==> src/rtl/mem_stage.sv <==
// RV32I memory-access stage: issues data-memory loads and stores, aligns and extends load data,
// registers the MEM/WB result, and drives the MEM forwarding taps and the pipeline stall.
module mem_stage #(
   parameter int XLEN           = 32,
   parameter int REG_ADDR_WIDTH = 5
) (
   input  logic                      clk,
   input  logic                      reset,
   input  logic                      ex_valid,
   input  logic [XLEN-1:0]           ex_alu_result,
   input  logic [XLEN-1:0]           ex_rs2_data,
   input  logic [REG_ADDR_WIDTH-1:0] ex_rd_addr,
   input  logic                      ex_reg_write,
   input  logic                      ex_mem_read,
   input  logic                      ex_mem_write,
   input  logic [2:0]                ex_funct3,
   output logic [XLEN-1:0]           mem_alu_result,
   output logic [REG_ADDR_WIDTH-1:0] mem_rd_addr,
   output logic                      mem_reg_write,
   output logic                      mem_stall,
   output logic                      dmem_req_valid,
   input  logic                      dmem_req_ready,
   output logic [XLEN-1:0]           dmem_addr,
   output logic                      dmem_we,
   output logic [3:0]                dmem_be,
   output logic [XLEN-1:0]           dmem_wdata,
   input  logic                      dmem_rsp_valid,
   input  logic [XLEN-1:0]           dmem_rdata,
   output logic                      wb_valid,
   output logic [XLEN-1:0]           wb_write_data,
   output logic [REG_ADDR_WIDTH-1:0] wb_rd_addr,
   output logic                      wb_reg_write,
   output logic                      misaligned
);

   typedef enum logic [1:0] {IDLE, REQ, RESP, DONE} state_t;

   state_t          state, state_nxt;
   logic            mem_op, mis, stall, req, mis_pulse, is_load;
   logic [1:0]      ofs;
   logic [7:0]      ld_byte;
   logic [15:0]     ld_half;
   logic [XLEN-1:0] load_ext, load_buf;

   assign ofs     = ex_alu_result[1:0];
   assign mem_op  = ex_valid & (ex_mem_read | ex_mem_write);
   assign is_load = ex_mem_read & ~ex_mem_write;

   assign mem_alu_result = ex_alu_result;
   assign mem_rd_addr    = ex_rd_addr;
   assign mem_reg_write  = ex_valid & ex_reg_write & ~ex_mem_read;

   assign dmem_addr = {ex_alu_result[XLEN-1:2], 2'b00};
   assign dmem_we   = ex_mem_write;

   // Unlisted size encodings behave as word accesses throughout.
   always_comb begin
      mis        = 1'b0;
      dmem_be    = 4'b1111;
      dmem_wdata = ex_rs2_data;
      case (ex_funct3[1:0])
         2'b00: begin
            dmem_wdata = {4{ex_rs2_data[7:0]}};
            if (ex_mem_write) dmem_be = 4'b0001 << ofs;
         end
         2'b01: begin
            mis        = ofs[0];
            dmem_wdata = {2{ex_rs2_data[15:0]}};
            if (ex_mem_write) dmem_be = 4'b0011 << ofs;
         end
         default: mis = |ofs;
      endcase
   end

   assign ld_byte = dmem_rdata[{ofs, 3'b000} +: 8];
   assign ld_half = ofs[1] ? dmem_rdata[31:16] : dmem_rdata[15:0];

   always_comb begin
      case (ex_funct3)
         3'b000:  load_ext = {{24{ld_byte[7]}}, ld_byte};
         3'b001:  load_ext = {{16{ld_half[15]}}, ld_half};
         3'b100:  load_ext = {24'b0, ld_byte};
         3'b101:  load_ext = {16'b0, ld_half};
         default: load_ext = dmem_rdata;
      endcase
   end

   always_ff @(posedge clk or negedge reset)
      if (!reset) state <= IDLE;
      else        state <= state_nxt;

   always_comb begin
      state_nxt = state;
      stall     = 1'b0;
      req       = 1'b0;
      mis_pulse = 1'b0;
      case (state)
         IDLE:
            if (mem_op) begin
               if (mis) mis_pulse = 1'b1;
               else begin
                  stall     = 1'b1;
                  state_nxt = REQ;
               end
            end
         REQ: begin
            stall = 1'b1;
            req   = 1'b1;
            if (dmem_req_ready) state_nxt = ex_mem_write ? DONE : RESP;
         end
         RESP: begin
            stall = 1'b1;
            if (dmem_rsp_valid) state_nxt = DONE;
         end
         DONE:    state_nxt = IDLE;
         default: state_nxt = IDLE;
      endcase
   end

   // Reset masks the combinational controls so an in-flight request drops at once.
   assign mem_stall      = stall & reset;
   assign dmem_req_valid = req & reset;
   assign misaligned     = mis_pulse & reset;

   always_ff @(posedge clk or negedge reset)
      if (!reset)                                 load_buf <= '0;
      else if (state == RESP && dmem_rsp_valid)   load_buf <= load_ext;

   always_ff @(posedge clk or negedge reset) begin
      if (!reset) begin
         wb_valid      <= 1'b0;
         wb_reg_write  <= 1'b0;
         wb_write_data <= '0;
         wb_rd_addr    <= '0;
      end else if (stall) begin
         wb_valid     <= 1'b0;
         wb_reg_write <= 1'b0;
      end else begin
         wb_valid      <= ex_valid;
         wb_reg_write  <= ex_valid & ex_reg_write & ~mis_pulse;
         wb_rd_addr    <= ex_rd_addr;
         wb_write_data <= (state == DONE && is_load) ? load_buf : ex_alu_result;
      end
   end

endmodule

==> config.mk <==
export PLATFORM = sky130hd
export DESIGN_NAME = mem_stage
export DESIGN_NICKNAME = d
export VERILOG_FILES = /design/src/rtl/mem_stage.sv
export SDC_FILE = /design/constraint.sdc
export NUM_CORES = 1
export LEC_CHECK = 0
export BUFFER_PORTS_ARGS = -buffer_cell sky130_fd_sc_hd__buf_2
export CAP_MARGIN = 20
export CORE_ASPECT_RATIO = 0.6
export CORE_UTILIZATION = 46
export DETAILED_ROUTE_END_ITERATION = 8
export PLACE_DENSITY = 0.81
export SLEW_MARGIN = 15
export SYNTH_ARGS = -nofsm -noshare
export SYNTH_HDL_FRONTEND = slang
export SYNTH_SLANG_ARGS = --single-unit
==> constraint.sdc <==
create_clock -name clk -period 2.3 [get_ports clk]
set_input_delay 0 -clock clk [delete_from_list [all_inputs] [get_ports clk]]
set_output_delay 0 -clock clk [all_outputs]
set_load 0.03 [all_outputs]
==> results of run 1 <==
## cell usage in the layout, fill, tap and decap left out, types with 2 or more instances in the layout
cell,n
inv_1,7
buf_2,257
nor2_1,31
a22oi_1,8
a2bb2oi_1,7
clkinvlp_4,4
buf_12,2
and2_1,3
a211oi_1,8
mux2_1,3
o21a_1,2
clkbuf_16,9
nand2b_1,2
dlygate4sd3_1,35
nand2_1,70
nand3b_1,2
bufbuf_16,2
dfrtp_1,73
mux2i_1,44
a22o_1,7
a21oi_1,28
mux2_2,25
conb_1,2
o21ai_0,59
o21bai_1,7
clkbuf_8,2
buf_4,16
o211ai_1,2
nor2b_1,5
ha_1,9
## metrics by stage
stage | hold WS (ps) | util [%]
after floorplan | -296 | -
after global placement | -18.8 | 56.5
after detailed placement | -5.60 | 56.5
after CTS | 0.0190 | 64.0
after global routing | 19.7 | 64.0
final | -3.84 | 64.0
## logic make-up after synthesis
kind of cell	Yosys count
AND/OR/NAND/NOR	117
multiplexers	72
AO/OA/AOI/OAI	135
other	1
adder cells (fa/ha/maj)	10
buffers and inverters	117
flip-flops	73
## critical path, cell delays in order, from the launching register on
cell and delay (ps):
dfrtp_1 410, inv_1 160, ha_2 240, o211ai_1 160, o41ai_4 380, buf_12 160, and2_1 110, buf_2 190
## routing by layer
layer | vias to the layer above | wire [um]
met3 | 22 | 1040
met5 | - | 0
met4 | 0 | 233
met1 | 2230 | 6320
met2 | 218 | 7530
li1 | 2172 | -
## layout make-up
class	count	area, um2	area share [%]
multi-input combinational	336	2210	34.6
timing repair buffer	312	1860	29.1
sequential	73	1830	28.6
clock buffer	11	253	3.95
tap	135	169	2.64
clock inverter	5	38.8	0.607
inverter	8	30.0	0.470
## repair_timing
action                                 CTS  global route
setup endpoints to repair                1            33
cloned                                   2             0
endpoints found under the hold margin   66             0
buffers inserted                         5             0
hold buffers                            35             0
resized for setup                        0             1
pin swaps                                1             1
## worst max path at each step
stage | startpoint | endpoint | cells after the start
after floorplan | ex_alu_result[1] | wb_rd_addr[1]$_DFFE_PN0N_ | 8
after global placement | state[0]$_DFFE_PN0P_ | wb_rd_addr[0]$_DFFE_PN0N_ | 6
after detailed placement | state[0]$_DFFE_PN0P_ | wb_rd_addr[0]$_DFFE_PN0N_ | 6
after CTS | state[0]$_DFFE_PN0P_ | mem_stall | 7
after global routing | state[0]$_DFFE_PN0P_ | wb_write_data[23]$_DFFE_PN0N_ | 8
final | state[0]$_DFFE_PN0P_ | mem_stall | 7
## sequential cells by signal, indices dropped and copies added, names as in the netlist
| signal | count |
|---|---|
| load_buf | 32 |
| wb_write_data | 32 |
| wb_rd_addr | 5 |
| state | 2 |
| wb_reg_write | 1 |
| wb_valid | 1 |
## power breakdown
| part | internal (W) | total, W | switching (W) |
|---|---|---|---|
| combinational | 0.00159 | 0.00414 | 0.00255 |
| sequential | 0.00195 | 0.00231 | 0.000361 |
| clock | 0.000793 | 0.00136 | 0.000570 |
==> impl_metrics.prom, run 1 <==
# TYPE chip_impl_metric gauge
chip_impl_metric{name="cts.sinks",unit=""} 73
chip_impl_metric{name="routed-via-count",unit=""} 4642
chip_impl_metric{name="cell_count_after_placement",unit=""} 822
chip_impl_metric{name="maxCapViolations",unit=""} 0
chip_impl_metric{name="slew_headroom",unit="%"} 58.7
chip_impl_metric{name="ctsLongestPathBuffers",unit=""} 2
chip_impl_info{name="tritoncts",value="done"} 1
chip_impl_metric{name="setup_tns_final",unit="ps"} 0
chip_impl_info{name="largest_family_of_logic_cells_by_synthesized_area",value="compound AO/OA/AOI/OAI gates"} 1
chip_impl_metric{name="worst_setup_hold_path_clk_slew",unit="ps"} 60
chip_impl_metric{name="layout_area_overhead",unit="%"} 33.5
chip_impl_metric{name="dp_slack",unit="ps"} 222
chip_impl_metric{name="path_max_fanout",unit=""} 5
chip_impl_metric{name="drc_errors",unit=""} 0
chip_impl_info{name="synth.top_cells.by_area",value="dfrtp_1, buf_4, mux2i_1"} 1
chip_impl_metric{name="async_flop_share",unit="%"} 100
chip_impl_metric{name="grt_overflow_total",unit=""} 0
chip_impl_metric{name="layout_worst_path_cycle_share",unit="%"} 93.4
chip_impl_metric{name="place.gp.congestion",unit=""} 0.860
chip_impl_metric{name="clock_latency",unit="ps"} 330
chip_impl_metric{name="gr-usage-all-layers",unit="%"} 27.8
chip_impl_info{name="hold_path_end",value="wb_write_data[17]$_DFFE_PN0N_"} 1
chip_impl_metric{name="r2r_cells",unit=""} 8
chip_impl_info{name="hold_path.startpoint",value="ex_alu_result[17]"} 1
chip_impl_metric{name="final_layout_size_suffix_gt1_share",unit="%"} 43.4
chip_impl_metric{name="synth_largest_type_area_fraction",unit="%"} 38.2
chip_impl_metric{name="rows",unit=""} 28
chip_impl_metric{name="fin_crit",unit="ps"} 2150
chip_impl_metric{name="syn_avg_cell_area",unit="um2"} 9.12
chip_impl_info{name="synth_top_cells_by_count",value="buf_4, dfrtp_1, nand2_1"} 1
chip_impl_metric{name="design.die.area",unit="um2"} 10800
chip_impl_metric{name="worst-endpoint-required",unit="ps"} 2300
chip_impl_info{name="globalRoute.busiestLayer",value="met2"} 1
chip_impl_metric{name="power.leakage",unit="nW"} 3.39
chip_impl_metric{name="yosys_warnings",unit=""} 0
chip_impl_metric{name="drt_pass1_iterations",unit=""} 5
chip_impl_metric{name="powerDensity",unit="nW/um2"} 1220
chip_impl_metric{name="diodes_inserted",unit=""} 0
chip_impl_metric{name="top_level_ports",unit=""} 261
chip_impl_metric{name="die_y",unit="um"} 81.0
chip_impl_metric{name="layout.cell_area.non_filler",unit="um2"} 6390
chip_impl_metric{name="portion_of_netlist_area_occupied_by_mux_cells",unit="%"} 15.8
chip_impl_metric{name="synth_register_bits",unit=""} 73
chip_impl_metric{name="holdWs",unit="ps"} -3.84
chip_impl_info{name="rsz_0062_raised_after_global_routing",value="false"} 1
chip_impl_info{name="clock-root-buffer",value="clkbuf_16"} 1
chip_impl_metric{name="post_synth_xor_area_fraction",unit="%"} 0
chip_impl_info{name="yosys_most_used_dff",value="dfrtp_1"} 1
chip_impl_metric{name="synth-edff-count",unit=""} 0
chip_impl_metric{name="grt_pass1_vias",unit=""} 4387
chip_impl_metric{name="global_route.usage.met3",unit="%"} 6.24
chip_impl_metric{name="first_iter_violations",unit=""} 327
chip_impl_metric{name="finish.net_count",unit=""} 862
chip_impl_metric{name="ir_drop",unit="mV"} 0.613
chip_impl_metric{name="grt_max_degree",unit=""} 41
chip_impl_metric{name="instances_no_fill",unit=""} 880
chip_impl_metric{name="finClkSkew",unit="ps"} 6.52
chip_impl_info{name="synth_most_common_cell",value="buf_4"} 1
chip_impl_info{name="worst_setup_path_end_kind",value="output pin"} 1
chip_impl_info{name="timing.hold.worst.class",value="in -> reg"} 1
chip_impl_metric{name="via_per_inst",unit=""} 5.28
chip_impl_metric{name="achievable-frequency",unit="GHz"} 0.466
chip_impl_metric{name="design_power_total",unit="W"} 0.00782
chip_impl_metric{name="syn_inst",unit=""} 525
chip_impl_metric{name="synth_simple_gate_area_share",unit="%"} 10.1
chip_impl_metric{name="grt_first_pass_wirelength",unit="mm"} 22.9
chip_impl_metric{name="yosysUniqueCellTypes",unit=""} 40
chip_impl_metric{name="avgRoutedWirePerCell",unit="um"} 17.2
chip_impl_metric{name="final.setup.worst_slack",unit="ps"} 152
chip_impl_metric{name="netlist_area_before_placement",unit="um2"} 4790
chip_impl_metric{name="cts.htree.levels",unit=""} 3
chip_impl_metric{name="hpwlAfterDp",unit="mm"} 10.6
chip_impl_info{name="crit-reg2reg-capture",value="wb_write_data[24]$_DFFE_PN0N_"} 1
chip_impl_metric{name="core_region_area",unit="um2"} 9980
chip_impl_metric{name="synth_seq_area_share",unit="%"} 38.2
chip_impl_metric{name="met1_usage",unit="%"} 34.9
chip_impl_metric{name="synth-compound-area-share",unit="%"} 17.5
chip_impl_info{name="result_of_the_run",value="complete, but fails checks"} 1
chip_impl_metric{name="setup_viol",unit=""} 0
chip_impl_metric{name="cts_inserted_buffers",unit=""} 9
chip_impl_metric{name="post_synth_fa_ha_maj_area_fraction",unit="%"} 2.61
chip_impl_info{name="r2r_start",value="state[0]$_DFFE_PN0P_"} 1
chip_impl_metric{name="fillCellCount",unit=""} 839
chip_impl_metric{name="finalWirelength",unit="mm"} 15.1
chip_impl_metric{name="report.final.slew_viol_count",unit=""} 0
chip_impl_metric{name="die-width",unit="um"} 134
chip_impl_info{name="worst-setup-path-type",value="reg -> out"} 1
chip_impl_metric{name="post_dp_cell_area",unit="um2"} 5650
chip_impl_metric{name="initial_core_util",unit="%"} 47.9
chip_impl_info{name="violations",value="negative hold slack"} 1
chip_impl_metric{name="crit_arrival",unit="ps"} 2150
chip_impl_metric{name="hold-path-cell-count",unit=""} 3
chip_impl_metric{name="grt_antenna_before_repair",unit=""} 0
chip_impl_info{name="type_of_element_launching_the_critical_path",value="flop"} 1
chip_impl_metric{name="timing.final.hold_violations",unit=""} 2
chip_impl_metric{name="globalRouteMet2Util",unit="%"} 48.4
chip_impl_metric{name="setup.reg_to_reg.worst_slack",unit="ps"} 180
chip_impl_metric{name="timing_worst_slew_pin_value",unit="ps"} 617
chip_impl_metric{name="detail-route-antenna-nets",unit=""} 0
chip_impl_metric{name="number_of_buffers_added_on_ports",unit=""} 258
chip_impl_info{name="yosys.area.top_type",value="dfrtp_1"} 1
(Power assumes the default switching activity.)
==> run 2: changes to the inputs <==
--- a/config.mk
+++ b/config.mk
@@ -7,10 +7,12 @@
 export LEC_CHECK = 0
 export BUFFER_PORTS_ARGS = -buffer_cell sky130_fd_sc_hd__buf_2
 export CAP_MARGIN = 20
+export CELL_PAD_IN_SITES_DETAIL_PLACEMENT = 1
+export CELL_PAD_IN_SITES_GLOBAL_PLACEMENT = 1
 export CORE_ASPECT_RATIO = 0.6
-export CORE_UTILIZATION = 46
+export CORE_UTILIZATION = 32
 export DETAILED_ROUTE_END_ITERATION = 8
-export PLACE_DENSITY = 0.81
+export PLACE_DENSITY = 0.8
 export SLEW_MARGIN = 15
 export SYNTH_ARGS = -nofsm -noshare
 export SYNTH_HDL_FRONTEND = slang
==> run 2 against run 1 <==
  * The run still ends with negative hold slack left
  * Non-clock buffer count is 5 higher
  * Worst setup slack worse by 32 ps
  * Sequential share of layout area is 0.59 points lower
  * Clock skew up 2.9 ps
  * Sequential cell count is the same
  * Critical path depth is the same
  * Cell count grew 7.8%
  * Final area increased by 2.1%
  * Critical path type unchanged
  * Highest routed layer unchanged
==> impl_metrics.prom, run 2 (same netlist as run 1, synthesis figures left out) <==
# TYPE chip_impl_metric gauge
chip_impl_info{name="result_of_the_run",value="complete, but fails checks"} 1
chip_impl_info{name="violations",value="negative hold slack"} 1
chip_impl_metric{name="timing_worst_slew_pin_value",unit="ps"} 713
chip_impl_metric{name="maxCapViolations",unit=""} 0
chip_impl_metric{name="swShare",unit="%"} 45.1
chip_impl_metric{name="cts_inserted_buffers",unit=""} 9
chip_impl_info{name="worst_setup_path_end_kind",value="output pin"} 1
chip_impl_metric{name="layout.cell_area.non_filler",unit="um2"} 6530
chip_impl_metric{name="design.die.area",unit="um2"} 15500
chip_impl_metric{name="path_max_fanout",unit=""} 7
chip_impl_metric{name="clkPwrFrac",unit="%"} 18.3
chip_impl_metric{name="grt_overflow_total",unit=""} 0
chip_impl_metric{name="ctsLongestPathBuffers",unit=""} 2
chip_impl_info{name="type_of_element_launching_the_critical_path",value="flop"} 1
chip_impl_info{name="timing.hold.worst.class",value="in -> reg"} 1
chip_impl_metric{name="setup_tns_final",unit="ps"} 0
chip_impl_metric{name="worst-endpoint-required",unit="ps"} 2300
chip_impl_info{name="reg.largest.list",value="load_buf (32), wb_write_data (32), wb_rd_addr (5)"} 1
chip_impl_metric{name="top_level_ports",unit=""} 261
chip_impl_metric{name="comb_power_share",unit="%"} 52.2
chip_impl_metric{name="power.leakage",unit="nW"} 3.41
chip_impl_metric{name="final.setup.worst_slack",unit="ps"} 120
chip_impl_info{name="mostFrequentLayoutCell",value="buf_2"} 1
chip_impl_metric{name="first_iter_violations",unit=""} 179
chip_impl_metric{name="routed-via-count",unit=""} 4643
chip_impl_metric{name="final_layout_size_suffix_gt1_share",unit="%"} 43.5
chip_impl_metric{name="hpwlAfterDp",unit="mm"} 12.2
chip_impl_metric{name="post_dp_cell_area",unit="um2"} 5750
chip_impl_metric{name="number_of_buffers_added_on_ports",unit=""} 258
chip_impl_metric{name="r2r_cells",unit=""} 7
chip_impl_info{name="clock-root-buffer",value="clkbuf_16"} 1
chip_impl_info{name="layout.cells.most_common_list",value="buf_2, dfrtp_1, nand2_1"} 1
chip_impl_metric{name="drt_pass1_iterations",unit=""} 4
chip_impl_metric{name="setup_viol",unit=""} 0
chip_impl_metric{name="power.switching",unit="W"} 0.00356
chip_impl_metric{name="fin_crit",unit="ps"} 2180
chip_impl_info{name="tritoncts",value="done"} 1
chip_impl_metric{name="gr-usage-all-layers",unit="%"} 21.4
chip_impl_metric{name="layout_worst_path_cycle_share",unit="%"} 94.8
chip_impl_metric{name="core_region_area",unit="um2"} 14500
chip_impl_info{name="endpoint",value="mem_stall"} 1
chip_impl_metric{name="grt_first_pass_wirelength",unit="mm"} 25.9
chip_impl_metric{name="finish.net_count",unit=""} 867
chip_impl_metric{name="slew_headroom",unit="%"} 52.3
chip_impl_metric{name="drc_errors",unit=""} 0
chip_impl_metric{name="grt_antenna_before_repair",unit=""} 1
chip_impl_metric{name="worst_setup_hold_path_clk_slew",unit="ps"} 70
chip_impl_metric{name="crit_arrival",unit="ps"} 2180
chip_impl_metric{name="die_y",unit="um"} 96.7
chip_impl_info{name="crit-reg2reg-capture",value="wb_rd_addr[4]$_DFFE_PN0N_"} 1
chip_impl_metric{name="die-width",unit="um"} 160
chip_impl_metric{name="finalWirelength",unit="mm"} 16.9
chip_impl_metric{name="p_seq_share",unit="%"} 29.5
chip_impl_metric{name="finClkSkew",unit="ps"} 9.46
chip_impl_metric{name="ir_drop",unit="mV"} 0.557
chip_impl_metric{name="cts.htree.levels",unit=""} 3
chip_impl_metric{name="powerDensity",unit="nW/um2"} 1210
chip_impl_metric{name="dp_slack",unit="ps"} 204
chip_impl_metric{name="intPower",unit="W"} 0.00434
chip_impl_metric{name="initial_core_util",unit="%"} 32.9
chip_impl_metric{name="avgRoutedWirePerCell",unit="um"} 17.8
chip_impl_metric{name="cell_count_after_placement",unit=""} 887
chip_impl_metric{name="grt_pass1_vias",unit=""} 4727
chip_impl_metric{name="cts.sinks",unit=""} 73
chip_impl_metric{name="clock_latency",unit="ps"} 330
chip_impl_metric{name="holdWs",unit="ps"} -0.241
chip_impl_metric{name="timing.final.hold_violations",unit=""} 1
chip_impl_info{name="hold_path.startpoint",value="ex_alu_result[9]"} 1
chip_impl_info{name="crit_start",value="state[1]$_DFFE_PN0P_"} 1
chip_impl_metric{name="grt_max_degree",unit=""} 70
chip_impl_metric{name="instances_no_fill",unit=""} 949
chip_impl_metric{name="rows",unit=""} 34
chip_impl_metric{name="via_per_inst",unit=""} 4.89
chip_impl_info{name="rsz_0062_raised_after_global_routing",value="false"} 1
chip_impl_metric{name="setup.reg_to_reg.worst_slack",unit="ps"} 140
chip_impl_metric{name="achievable-frequency",unit="GHz"} 0.459
chip_impl_metric{name="report.final.slew_viol_count",unit=""} 0
chip_impl_metric{name="detail-route-antenna-nets",unit=""} 0
chip_impl_info{name="worst-setup-path-type",value="reg -> out"} 1
chip_impl_metric{name="layout_area_overhead",unit="%"} 36.4
chip_impl_info{name="r2r_start",value="state[1]$_DFFE_PN0P_"} 1
chip_impl_metric{name="place.gp.congestion",unit=""} 0.809
## run 2: per-stage QoR
| stage | hold slack [ps] | power (W) | util (%) |
|---|---|---|---|
| finish | -0.241 | 0.00789 | 44.9 |
| global route | 15.2 | 0.00842 | 44.8 |
| CTS | 0.147 | 0.00753 | 44.2 |
| global placement | -154 | 0.00586 | 39.5 |
| detailed placement | -153 | 0.00602 | 39.5 |
| floorplan | -296 | 0.00487 | - |
## run 2: repair_timing
action / CTS / global route
endpoints found under the setup margin: 0 / 1
hold endpoints to repair: 109 / 0
resized for setup: 0 / 2
hold buffers: 38 / 0
setup buffers: 0 / 5
## run 2: layout make-up
class                   instances  area, um2
well taps                     198        248
repair buffers                317       1900
multi-input cells             336       2210
clock buffers                   9        225
inverters                       8       30.0
flip-flops and latches         73       1830
diodes                          1       2.50
clock inverters                 7       77.6
fillers                      1750       8020
## run 2: routing by layer
layer  GRT usage (%)  share of wire, %  up-vias  wire (um)
met4            4.18              0.80        0        136
li1                -                 -     2188          -
met5               0                 0        -          0
met3            4.55               6.1       11       1040
met1            26.9                44     2266       7410
met2            37.8                49      178       8330
## run 2: power by group through the flow
| stage | logic (W) | registers, W | clock network, W |
|---|---|---|---|
| floorplan | 0.00194 | 0.00293 | 0 |
| global placement | 0.00352 | 0.00233 | 0 |
| detailed placement | 0.00367 | 0.00235 | 0 |
| CTS | 0.00373 | 0.00233 | 0.00148 |
| global route | 0.00448 | 0.00242 | 0.00152 |
| finish | 0.00412 | 0.00233 | 0.00144 |
## run 2: worst min-delay path by stage
stage / endpoint / slack [ps] / cells past startpoint
after floorplan: load_buf[0]$_DFFE_PN0P_ / -300 / 0
after global placement: wb_valid$_DFF_PN0_ / -150 / 1
after detailed placement: wb_valid$_DFF_PN0_ / -150 / 1
after CTS: load_buf[4]$_DFFE_PN0P_ / 0.1 / 3
after global routing: wb_write_data[4]$_DFFE_PN0N_ / 20 / 3
final: wb_write_data[9]$_DFFE_PN0N_ / -0.2 / 3
## run 2: critical path, cell delays in order, from the launching register on
cell and delay [ps]:
dfrtp_1 430, inv_1 140, ha_2 230, o211ai_1 130
o41ai_4 430, buf_12 170, and2_1 120, buf_2 190
==> run 3: changes to the inputs <==
--- a/config.mk
+++ b/config.mk
@@ -10,9 +10,10 @@
 export CELL_PAD_IN_SITES_DETAIL_PLACEMENT = 1
 export CELL_PAD_IN_SITES_GLOBAL_PLACEMENT = 1
 export CORE_ASPECT_RATIO = 0.6
-export CORE_UTILIZATION = 32
+export CORE_UTILIZATION = 29
 export DETAILED_ROUTE_END_ITERATION = 8
-export PLACE_DENSITY = 0.8
+export PLACE_DENSITY = 0.76
+export REMOVE_ABC_BUFFERS = 1
 export SLEW_MARGIN = 15
 export SYNTH_ARGS = -nofsm -noshare
 export SYNTH_HDL_FRONTEND = slang
==> constraint.sdc (replaced) <==
create_clock -name clk -period 2 [get_ports clk]
set_input_delay 0 -clock clk [delete_from_list [all_inputs] [get_ports clk]]
set_output_delay 0 -clock clk [all_outputs]
set_load 0.03 [all_outputs]
==> run 3 against run 2 <==
  * The run still ends with negative hold slack left
  * Power increased by 15%
  * Clock power grew 14%
  * Worst setup slack worse by 44 ps
  * Worst hold slack got worse by 3.5 ps
  * Global-route usage down 0.75 points
  * Clock skew fell by 2.2 ps
  * Critical path depth fell by 1
  * Sequential share of layout area fell by 0.38 points
  * Sequential power grew 14%
==> impl_metrics.prom, run 3 (same netlist as run 1, synthesis figures left out) <==
# TYPE chip_impl_metric gauge
chip_impl_metric{name="setup_viol",unit=""} 0
chip_impl_metric{name="die-width",unit="um"} 168
chip_impl_metric{name="post-route-util",unit="%"} 42.1
chip_impl_info{name="type_of_element_launching_the_critical_path",value="flop"} 1
chip_impl_metric{name="achievable-frequency",unit="GHz"} 0.520
chip_impl_metric{name="grt_max_degree",unit=""} 63
chip_impl_metric{name="drc_errors",unit=""} 0
chip_impl_info{name="worst-setup-path-type",value="reg -> out"} 1
chip_impl_info{name="violations",value="negative hold slack"} 1
chip_impl_metric{name="finClkSkew",unit="ps"} 7.28
chip_impl_info{name="clock-root-buffer",value="clkbuf_16"} 1
chip_impl_metric{name="fillCellCount",unit=""} 1887
chip_impl_metric{name="slew_headroom",unit="%"} 52.8
chip_impl_metric{name="initial_core_util",unit="%"} 30.4
chip_impl_info{name="tritoncts",value="done"} 1
chip_impl_metric{name="holdWs",unit="ps"} -3.73
chip_impl_info{name="reg.largest.list",value="load_buf (32), wb_write_data (32), wb_rd_addr (5)"} 1
chip_impl_metric{name="finalWirelength",unit="mm"} 17.6
chip_impl_metric{name="timing_worst_slew_pin_value",unit="ps"} 705
chip_impl_info{name="slowest_stage",value="o41ai_4"} 1
chip_impl_info{name="timing.critical_path.cells",value="buf_6 -> ha_4 -> o41ai_4 -> buf_12 -> and2_4 -> buf_6"} 1
chip_impl_metric{name="grt_pass1_vias",unit=""} 4702
chip_impl_metric{name="grt_first_pass_wirelength",unit="mm"} 26.5
chip_impl_metric{name="hpwlAfterDp",unit="mm"} 13.0
chip_impl_metric{name="ctsLongestPathBuffers",unit=""} 2
chip_impl_info{name="layout.cells.most_common_list",value="buf_2, dfrtp_1, nand2_1"} 1
chip_impl_metric{name="layout_area_overhead",unit="%"} 38.3
chip_impl_info{name="critPathMostFrequentCell",value="buf_6"} 1
chip_impl_metric{name="via_per_inst",unit=""} 4.78
chip_impl_metric{name="path_max_fanout",unit=""} 3
chip_impl_metric{name="rows",unit=""} 35
chip_impl_metric{name="ir_drop",unit="mV"} 0.436
chip_impl_info{name="result_of_the_run",value="complete, but fails checks"} 1
chip_impl_metric{name="design.die.area",unit="um2"} 17000
chip_impl_metric{name="fin_crit",unit="ps"} 1920
chip_impl_metric{name="place.gp.congestion",unit=""} 0.802
chip_impl_metric{name="top_level_ports",unit=""} 261
chip_impl_metric{name="core_region_area",unit="um2"} 15700
chip_impl_metric{name="design_power_total",unit="W"} 0.00907
chip_impl_metric{name="cts.sinks",unit=""} 73
chip_impl_metric{name="first_iter_violations",unit=""} 175
chip_impl_metric{name="layout_worst_path_cycle_share",unit="%"} 96.2
chip_impl_info{name="timing.hold.worst.class",value="in -> reg"} 1
chip_impl_metric{name="detail-route-antenna-nets",unit=""} 0
chip_impl_metric{name="cts_inserted_buffers",unit=""} 9
chip_impl_metric{name="report.final.slew_viol_count",unit=""} 0
chip_impl_metric{name="grt_antenna_before_repair",unit=""} 4
chip_impl_info{name="rsz_0062_raised_after_global_routing",value="true"} 1
chip_impl_metric{name="setup_tns_final",unit="ps"} 0
chip_impl_info{name="hold_path.startpoint",value="ex_alu_result[24]"} 1
chip_impl_metric{name="gr-usage-all-layers",unit="%"} 20.6
chip_impl_metric{name="crit_arrival",unit="ps"} 1920
chip_impl_metric{name="cts.htree.levels",unit=""} 3
chip_impl_metric{name="maxCapViolations",unit=""} 0
chip_impl_metric{name="final_layout_size_suffix_gt1_share",unit="%"} 44.9
chip_impl_metric{name="power.leakage",unit="nW"} 3.45
chip_impl_metric{name="grt_overflow_total",unit=""} 0
chip_impl_metric{name="number_of_buffers_added_on_ports",unit=""} 258
chip_impl_info{name="r2r_start",value="state[1]$_DFFE_PN0P_"} 1
chip_impl_metric{name="die_y",unit="um"} 102
chip_impl_metric{name="diodes_inserted",unit=""} 0
chip_impl_metric{name="finish.net_count",unit=""} 875
chip_impl_info{name="worst_setup_path_end_kind",value="output pin"} 1
chip_impl_metric{name="worst-endpoint-required",unit="ps"} 2000
chip_impl_metric{name="powerDensity",unit="nW/um2"} 1370
chip_impl_metric{name="clock_latency",unit="ps"} 340
chip_impl_info{name="mostFrequentLayoutCell",value="buf_2"} 1
chip_impl_metric{name="routed-via-count",unit=""} 4598
chip_impl_metric{name="worst_path_largest_cell_delay",unit="ps"} 440
chip_impl_metric{name="drt_pass1_iterations",unit=""} 4
chip_impl_metric{name="timing.final.hold_violations",unit=""} 1
chip_impl_info{name="crit_start",value="state[1]$_DFFE_PN0P_"} 1
chip_impl_metric{name="worst_setup_hold_path_clk_slew",unit="ps"} 60
chip_impl_metric{name="avgRoutedWirePerCell",unit="um"} 18.3
==> run 3: cell types whose count changed in the layout (fill, tap and decap cells not counted), sizes merged <==
cell | before | now
buf | 277 | 287
bufbuf | 0 | 1
dlygate4sd3 | 38 | 37
clkbuf | 11 | 9
diode | 1 | 0
clkinv | 2 | 3
inv | 11 | 10
==> run 3: final timing paths <==
check | to | cells past startpoint | slack [ps]
min in group asynchronous | load_buf[6]$_DFFE_PN0P_ | 2 | 130
hold reg to reg | load_buf[0]$_DFFE_PN0P_ | 2 | 480
setup / recovery | mem_stall | 6 | 80
hold / removal | wb_write_data[24]$_DFFE_PN0N_ | 3 | -4
max in group asynchronous | load_buf[8]$_DFFE_PN0P_ | 3 | 1280
setup reg to reg | wb_rd_addr[4]$_DFFE_PN0N_ | 6 | 90
==> run 3: critical path, delay by kind of cell, from the launching register on <==
kind	cells	cell delay, ps
compound gates	1	440
simple gates	1	140
buf+inv	3	430
flops	1	420
fa+ha+maj	1	160
==> run 3: layout make-up <==
cell class,count,area [um2],share of cell area [%]
inverters,8,30.0,0.453
clock buffers,9,225,3.40
well taps,203,254,3.84
clock inverters,7,77.6,1.17
multi-input cells,336,2240,33.9
flip-flops and latches,73,1830,27.6
repair buffers,325,1970,29.7
==> run 3: through the flow <==
step                      instance area (um2)  setup WS [ps]  instances
final                                    6620           76.6        961
after floorplan                          4070          -1020        417
after global placement                   5810            104        899
after detailed placement                 5810           7.93        899
after global routing                     6620          -4.74        961
after CTS                                6600           2.40        961
==> run 3: routing by layer <==
layer | track usage (%) | share of wire (%) | vias to the layer above
li1 | - | - | 2198
met1 | 25.5 | 44 | 2212
met2 | 36.1 | 48 | 159
met3 | 5.90 | 6.8 | 21
met4 | 4.16 | 0.81 | 8
met5 | 0 | 0.28 | -
==> run 3: timing repair <==
action	in CTS	in global routing
setup buffers	9	0
hold endpoints to repair	108	0
gates cloned	1	0
hold buffers	37	0
setup endpoints to repair	2	24
pin swaps	1	1
resized for setup	6	6
==> run 3: where the power goes <==
| group | leakage, nW | switching [W] | total (W) | internal (W) |
|---|---|---|---|---|
| registers | 0.868 | 0.000402 | 0.00265 | 0.00225 |
| clock network | 0.146 | 0.000664 | 0.00164 | 0.000976 |
| logic | 2.44 | 0.00295 | 0.00478 | 0.00183 |
| total | 3.45 | 0.00402 | 0.00907 | 0.00505 |
